**src/rtl/ahb_mem_slave.sv**
```systemverilog
// AHB-Lite slave in front of an external dual-port RAM, with configurable wait states and write-to-read forwarding.
// Define AHB_MEM_SLAVE_RANGE_ERR_EN to answer ERROR for addresses outside the decoded window.
module ahb_mem_slave #(
  parameter int          DATA_W      = 32,
  parameter logic [31:0] BASE_ADDR   = 32'h0000_0000,
  parameter int          DEPTH       = 1024,
  parameter int          WAIT_STATES = 0,
  localparam int         AW          = $clog2(DEPTH),
  localparam int         NB          = DATA_W / 8
) (
  input  logic              HCLK,
  input  logic              HRESET,
  input  logic              HSEL,
  input  logic [31:0]       HADDR,
  input  logic [1:0]        HTRANS,
  input  logic              HWRITE,
  input  logic [2:0]        HSIZE,
  input  logic [2:0]        HBURST,
  input  logic [DATA_W-1:0] HWDATA,
  input  logic              HREADY,
  output logic              HREADYOUT,
  output logic              HRESP,
  output logic [DATA_W-1:0] HRDATA,
  output logic [AW-1:0]     mem_waddr,
  output logic [AW-1:0]     mem_raddr,
  output logic              mem_we,
  output logic              mem_re,
  output logic [NB-1:0]     mem_be,
  output logic [DATA_W-1:0] mem_wdata,
  input  logic [DATA_W-1:0] mem_rdata
);

  localparam int         OFF_W    = $clog2(NB);
  localparam int         TOP      = OFF_W + AW;
  localparam logic [2:0] MAX_SIZE = 3'(OFF_W);
  localparam logic [2:0] WS_LOAD  = 3'((WAIT_STATES > 0) ? WAIT_STATES - 1 : 0);

  typedef enum logic [2:0] {ST_IDLE, ST_WAIT, ST_DATA, ST_ERR1, ST_ERR2} state_t;

  state_t            state, state_nxt;
  logic [2:0]        wait_cnt, wait_cnt_nxt;
  logic [AW-1:0]     addr_q;
  logic [OFF_W-1:0]  off_q;
  logic [2:0]        size_q;
  logic              write_q;
  logic              fwd_hit_q;
  logic [DATA_W-1:0] fwd_data_q;
  logic [NB-1:0]     fwd_be_q;

  logic              accept, size_err, range_err, data_ok;
  logic [OFF_W-1:0]  low_mask;
  logic [NB-1:0]     be_lane;
  logic              unused_ok;

  assign unused_ok = ^{HBURST, HADDR[31:TOP], BASE_ADDR};

  assign accept   = HSEL && HREADY && HTRANS[1];
  assign low_mask = OFF_W'((32'd1 << HSIZE) - 32'd1);
  assign size_err = (HSIZE > MAX_SIZE) || ((HADDR[OFF_W-1:0] & low_mask) != '0);

`ifdef AHB_MEM_SLAVE_RANGE_ERR_EN
  assign range_err = (HADDR[31:TOP] != BASE_ADDR[31:TOP]);
`else
  assign range_err = 1'b0;
`endif

  // NOTE: every signal written in always_comb gets a default first, so no path can infer a latch.
  always_comb begin
    state_nxt    = state;
    wait_cnt_nxt = wait_cnt;
    case (state)
      ST_WAIT: begin
        if (wait_cnt == 3'd0) state_nxt = ST_DATA;
        else                  wait_cnt_nxt = wait_cnt - 3'd1;
      end
      ST_ERR1: state_nxt = ST_ERR2;
      default: begin
        // IDLE, DATA and ERR2 all drive HREADYOUT high, so a new address phase may land here.
        state_nxt = ST_IDLE;
        if (accept) begin
          if (size_err || range_err) begin
            state_nxt = ST_ERR1;
          end else if (WAIT_STATES > 0) begin
            state_nxt    = ST_WAIT;
            wait_cnt_nxt = WS_LOAD;
          end else begin
            state_nxt = ST_DATA;
          end
        end
      end
    endcase
  end

  // NOTE: sequential state uses non-blocking assignments so every flop samples pre-edge values.
  always_ff @(posedge HCLK) begin
    if (HRESET) begin
      state      <= ST_IDLE;
      wait_cnt   <= '0;
      addr_q     <= '0;
      off_q      <= '0;
      size_q     <= '0;
      write_q    <= 1'b0;
      fwd_hit_q  <= 1'b0;
      fwd_data_q <= '0;
      fwd_be_q   <= '0;
    end else begin
      state    <= state_nxt;
      wait_cnt <= wait_cnt_nxt;
      if (accept) begin
        addr_q  <= HADDR[OFF_W +: AW];
        off_q   <= HADDR[OFF_W-1:0];
        size_q  <= HSIZE;
        write_q <= HWRITE;
      end
      // The RAM returns stale data when written and read in the same cycle; remember the write bytes.
      if (mem_re) begin
        fwd_hit_q  <= mem_we && (mem_waddr == mem_raddr);
        fwd_data_q <= HWDATA;
        fwd_be_q   <= mem_be;
      end
    end
  end

  always_comb begin
    be_lane = '0;
    for (int i = 0; i < NB; i++)
      be_lane[i] = (i >= int'(off_q)) && (i < int'(off_q) + (1 << size_q));
  end

  // Outputs are masked by HRESET so an in-flight transfer is dropped in the reset cycle itself.
  assign data_ok   = (state == ST_DATA) && !HRESET;
  assign HREADYOUT = HRESET || !((state == ST_WAIT) || (state == ST_ERR1));
  assign HRESP     = !HRESET && ((state == ST_ERR1) || (state == ST_ERR2));

  assign mem_we    = data_ok && write_q;
  assign mem_waddr = mem_we ? addr_q  : '0;
  assign mem_be    = mem_we ? be_lane : '0;
  assign mem_wdata = mem_we ? HWDATA  : '0;

  assign mem_re    = accept && !HWRITE && !size_err && !range_err && !HRESET;
  assign mem_raddr = mem_re ? HADDR[OFF_W +: AW] : '0;

  always_comb begin
    HRDATA = '0;
    if (data_ok && !write_q)
      for (int i = 0; i < NB; i++)
        HRDATA[8*i +: 8] = (fwd_hit_q && fwd_be_q[i]) ? fwd_data_q[8*i +: 8] : mem_rdata[8*i +: 8];
  end

endmodule

```
**config.mk**
```make
export PLATFORM = sky130hd
export DESIGN_NAME = ahb_mem_slave
export DESIGN_NICKNAME = d
export VERILOG_FILES = /design/src/rtl/ahb_mem_slave.sv
export SDC_FILE = /design/constraint.sdc
export NUM_CORES = 1
export LEC_CHECK = 0
export BUFFER_PORTS_ARGS = -buffer_cell sky130_fd_sc_hd__buf_2
export CAP_MARGIN = 20
export CORE_AREA = 2 2 96 98
export CTS_BUF_LIST = sky130_fd_sc_hd__clkbuf_8
export DETAILED_ROUTE_END_ITERATION = 10
export DIE_AREA = 0 0 98 100
export GPL_TIMING_DRIVEN = 0
export MAX_ROUTING_LAYER = met4
export PLACE_DENSITY = 0.73
export SLEW_MARGIN = 20
export SYNTH_ARGS = -nofsm -noshare
export SYNTH_HDL_FRONTEND = slang
export SYNTH_SLANG_ARGS = --single-unit
```
**constraint.sdc**
```tcl
create_clock -name HCLK -period 3.8 [get_ports HCLK]
set_clock_uncertainty 0.1 [all_clocks]
set_input_delay 1.14 -clock HCLK [delete_from_list [all_inputs] [get_ports HCLK]]
set_output_delay 1.14 -clock HCLK [all_outputs]
set_load 0.01 [all_outputs]
```
==> results by group <==
STA
  • Fmax: 267 MHz
  • Final period utilization: 98.4%
  • Final setup viols: 0
  • Rel. slew slack: around 57%
  • Pins Over Slew Limit: 0
  • Setup WS post-layout: about 0.061 ns
  • Post-route minimum period: 3.74 ns
  • Hold Vio Cnt, Final: 0
  • Slew @ Worst Pin: ~0.64 ns

Global route
  • Initial antenna violation count: 0
  • Gr usage total: 22.5%
  • Vias in the first global route: 3,741
  • GRT overflow: 0
  • First-pass GRT wire length: 17,500 µm
  • Largest net degree at the start of global routing: 11

Critical path
  • Crit path arrival time: roughly 2.5 ns
  • Setup CP Type: in2out
  • Setup crit start kind: input pin
  • Critical path launch point: HTRANS[1]
  • Worst path required time: 2.56 ns
  • Reg-to-Reg Start: size_q[0]
  • CP Capture Type: output port
  • Highest net fanout along the worst path: 10

Routing
  • DR iter-0 viols: 162
  • DRT Pass-1 Iters: 4
  • Total wire length: ~11,000 µm
  • Vias: 4,008
  • Via/cell ratio: 5.08
  • DRC: 0
  • Post-route ant nets: 0
  • Drt wl/cell: 14.1 µm

Yosys
  • Synth top area share: 34.5%
  • Synth cell types: 45
  • Mapped Nets: 594
  • Mapped Area: approximately 3400 µm²
  • Syn avg cell area: 7.13 µm²
  • Synth Flop Type: dfxtp_1
  • Yosys warns: 0
  • Fraction of registers with async set/reset: 0%
  • Ranking of synthesized cells by area: dfxtp_1 (35%), nand2_1 (12%), and3_1 (7.5%)
  • Largest area contributor in the netlist: dfxtp_1
  • Register bit count reported by yosys: 59
  • Register area share after synthesis: 34.5%
  • Number of synthesized flops with an enable pin: 0
  • Gate Count Post-Synth: 480

Clock tree
  • CTS Buffer Depth: 2
  • H-tree levels: 3
  • Clock slew at reported path FFs: 0.06 ns
  • Cts bufs inserted: 9
  • CTS tree: done
  • CTS sink count: 59
  • Root Buffer: clkbuf_8
  • Clock latency on the worst-skew pair: 0.33 ns

Hold path
  • Hold WC Path Type: reg2reg
  • Worst hold path startpoint: addr_q[3]

Layout
  • Multi-input gate area: 2060 µm²
  • Fillers: ~900
  • N_diodes: 0
  • Area Growth Syn to Fin: 38.8%
  • Share of layout cells above drive strength 1: 33.3%
  • Final #Nets: 787
  • Sequential cell area: approximately 1200 µm²
  • Final core utilization: between 50% and 60%

Die
  • Core Area: 8890 µm²
  • Starting Density: 38.5%
  • Die H: 100 µm
  • Num ports: 201
  • Cell row count: 35
  • Die area: 9800 µm²
  • Die X: 98 µm

Placed design
  • Routability cong.: ~0.87
  • PortBufs: about 180
  • Pre-CTS setup slack: -0.259 ns
  • Dpl hpwl: 8740 µm

Power and ir drop
  • Peak VDD IR: 0.000178 V
  • P_leak: 2.44 nW
  • PwrDens: 277 nW/µm²

Run
  • Total of max-cap violations: 0

Outcome
  • Status: finished, final reports clean
-- sequential cells by signal, summed over array words and instances, names as in the netlist --
| signal | cells |
|---|---|
| fwd_data_q | 32 |
| addr_q | 10 |
| fwd_be_q | 4 |
| size_q | 3 |
| state | 3 |
| wait_cnt | 3 |
| off_q | 2 |
| fwd_hit_q | 1 |
| write_q | 1 |
-- timing repair --
| item | in CTS | in global routing |
|---|---|---|
| pin swaps | 1 | 0 |
| buffers inserted | 3 | 4 |
| hold buffers | 0 | 0 |
| endpoints found under the setup margin | 60 | 46 |
| gates resized for setup | 10 | 16 |
-- synth_stat cells, types with 6 or more instances --
cell type  instances
a21oi_1           50
and2_1             9
and3_1            41
buf_4              6
clkbuf_1          25
dfxtp_1           59
inv_1             10
nand2_1          106
nand2b_1          35
nand3_1           32
nor2_1            15
o21ai_1           34
xor2_1             6
-- layout by cell type (no fill, tap or decap), types with 3 or more instances in the layout --
master and instances:
o21ai_1 34, nand2b_1 35, and2_1 9, nor2_1 15
buf_2 176, nand2_1 106, clkbuf_8 13, xor2_1 6
nand3_1 32, dfxtp_1 59, ha_1 3, buf_6 4
clkbuf_1 20, buf_4 12, nor3_1 4, nor3b_1 3
buf_1 4, and3_1 41, a21oi_1 50, nor2b_1 4
inv_1 12
-- layout make-up --
class                      count  share of cell area [%]
buffer                        38                    4.27
tap                          111                    2.92
timing repair buffer         182                    19.5
clock inverter                 3                   0.263
sequential                    59                    24.9
multi-input combinational    372                    43.4
inverter                      11                   0.974
clock buffer                  13                    3.77
-- cells by family (layout without fill, tap and decap cells) --
| group | Yosys count | in the layout | share of synthesized area (%) |
|---|---|---|---|
| and+or+nand+nor | 261 | 261 | 38.6 |
| buffers and inverters | 49 | 247 | 6.44 |
| AOI/OAI and AO/OA | 98 | 98 | 16.1 |
| xor gates and xnor gates | 8 | 8 | 2.27 |
| adders and majority gates | 5 | 5 | 2.05 |
| DFF | 59 | 59 | 34.5 |
-- layer usage --
metal	GRT usage [%]	share of wire, %	vias to the layer above
met5	-	0	-
li1	-	-	1998
met3	3.76	7.0	18
met2	39.2	50	157
met1	26.4	42	1835
met4	7.80	1.3	0
-- worst max-delay path, cell delays in order --
cell and delay, ns:
buf_2 0.11, nand3_4 0.11, or3_4 0.36, nor3_4 0.18, buf_6 0.17, buf_6 0.14, and2_1 0.14, buf_2 0.13
-- stage by stage --
stage	std cells	setup TNS (ns)	area, µm²	hold slack (ns)	power, W
after global routing	789	-0.0122	4750	0.383	0.00137
after global placement	766	-8.49	4440	0.341	0.000784
after detailed placement	766	-8.11	4440	0.344	0.000788
after CTS	785	0	4680	0.353	0.00132
final	789	0	4750	0.348	0.00132
after floorplan	480	0	3420	0.332	0.000710
-- final timing paths --
kind / endpoint / slack (ns) / cells after the start
max: mem_raddr[7] / 0.06 / 8
min: addr_q[3] / 0.35 / 2
max reg2reg: fwd_be_q[2] / 1.49 / 9
min reg2reg: addr_q[3] / 0.35 / 2
-- report_power, final --
part           total, W  internal [W]  switching (W)
Clock          0.000536      0.000302       0.000234
Combinational  0.000144     0.0000673      0.0000770
Sequential     0.000636      0.000627     0.00000828
No activity file was read; power rests on OpenSTA's default activity.
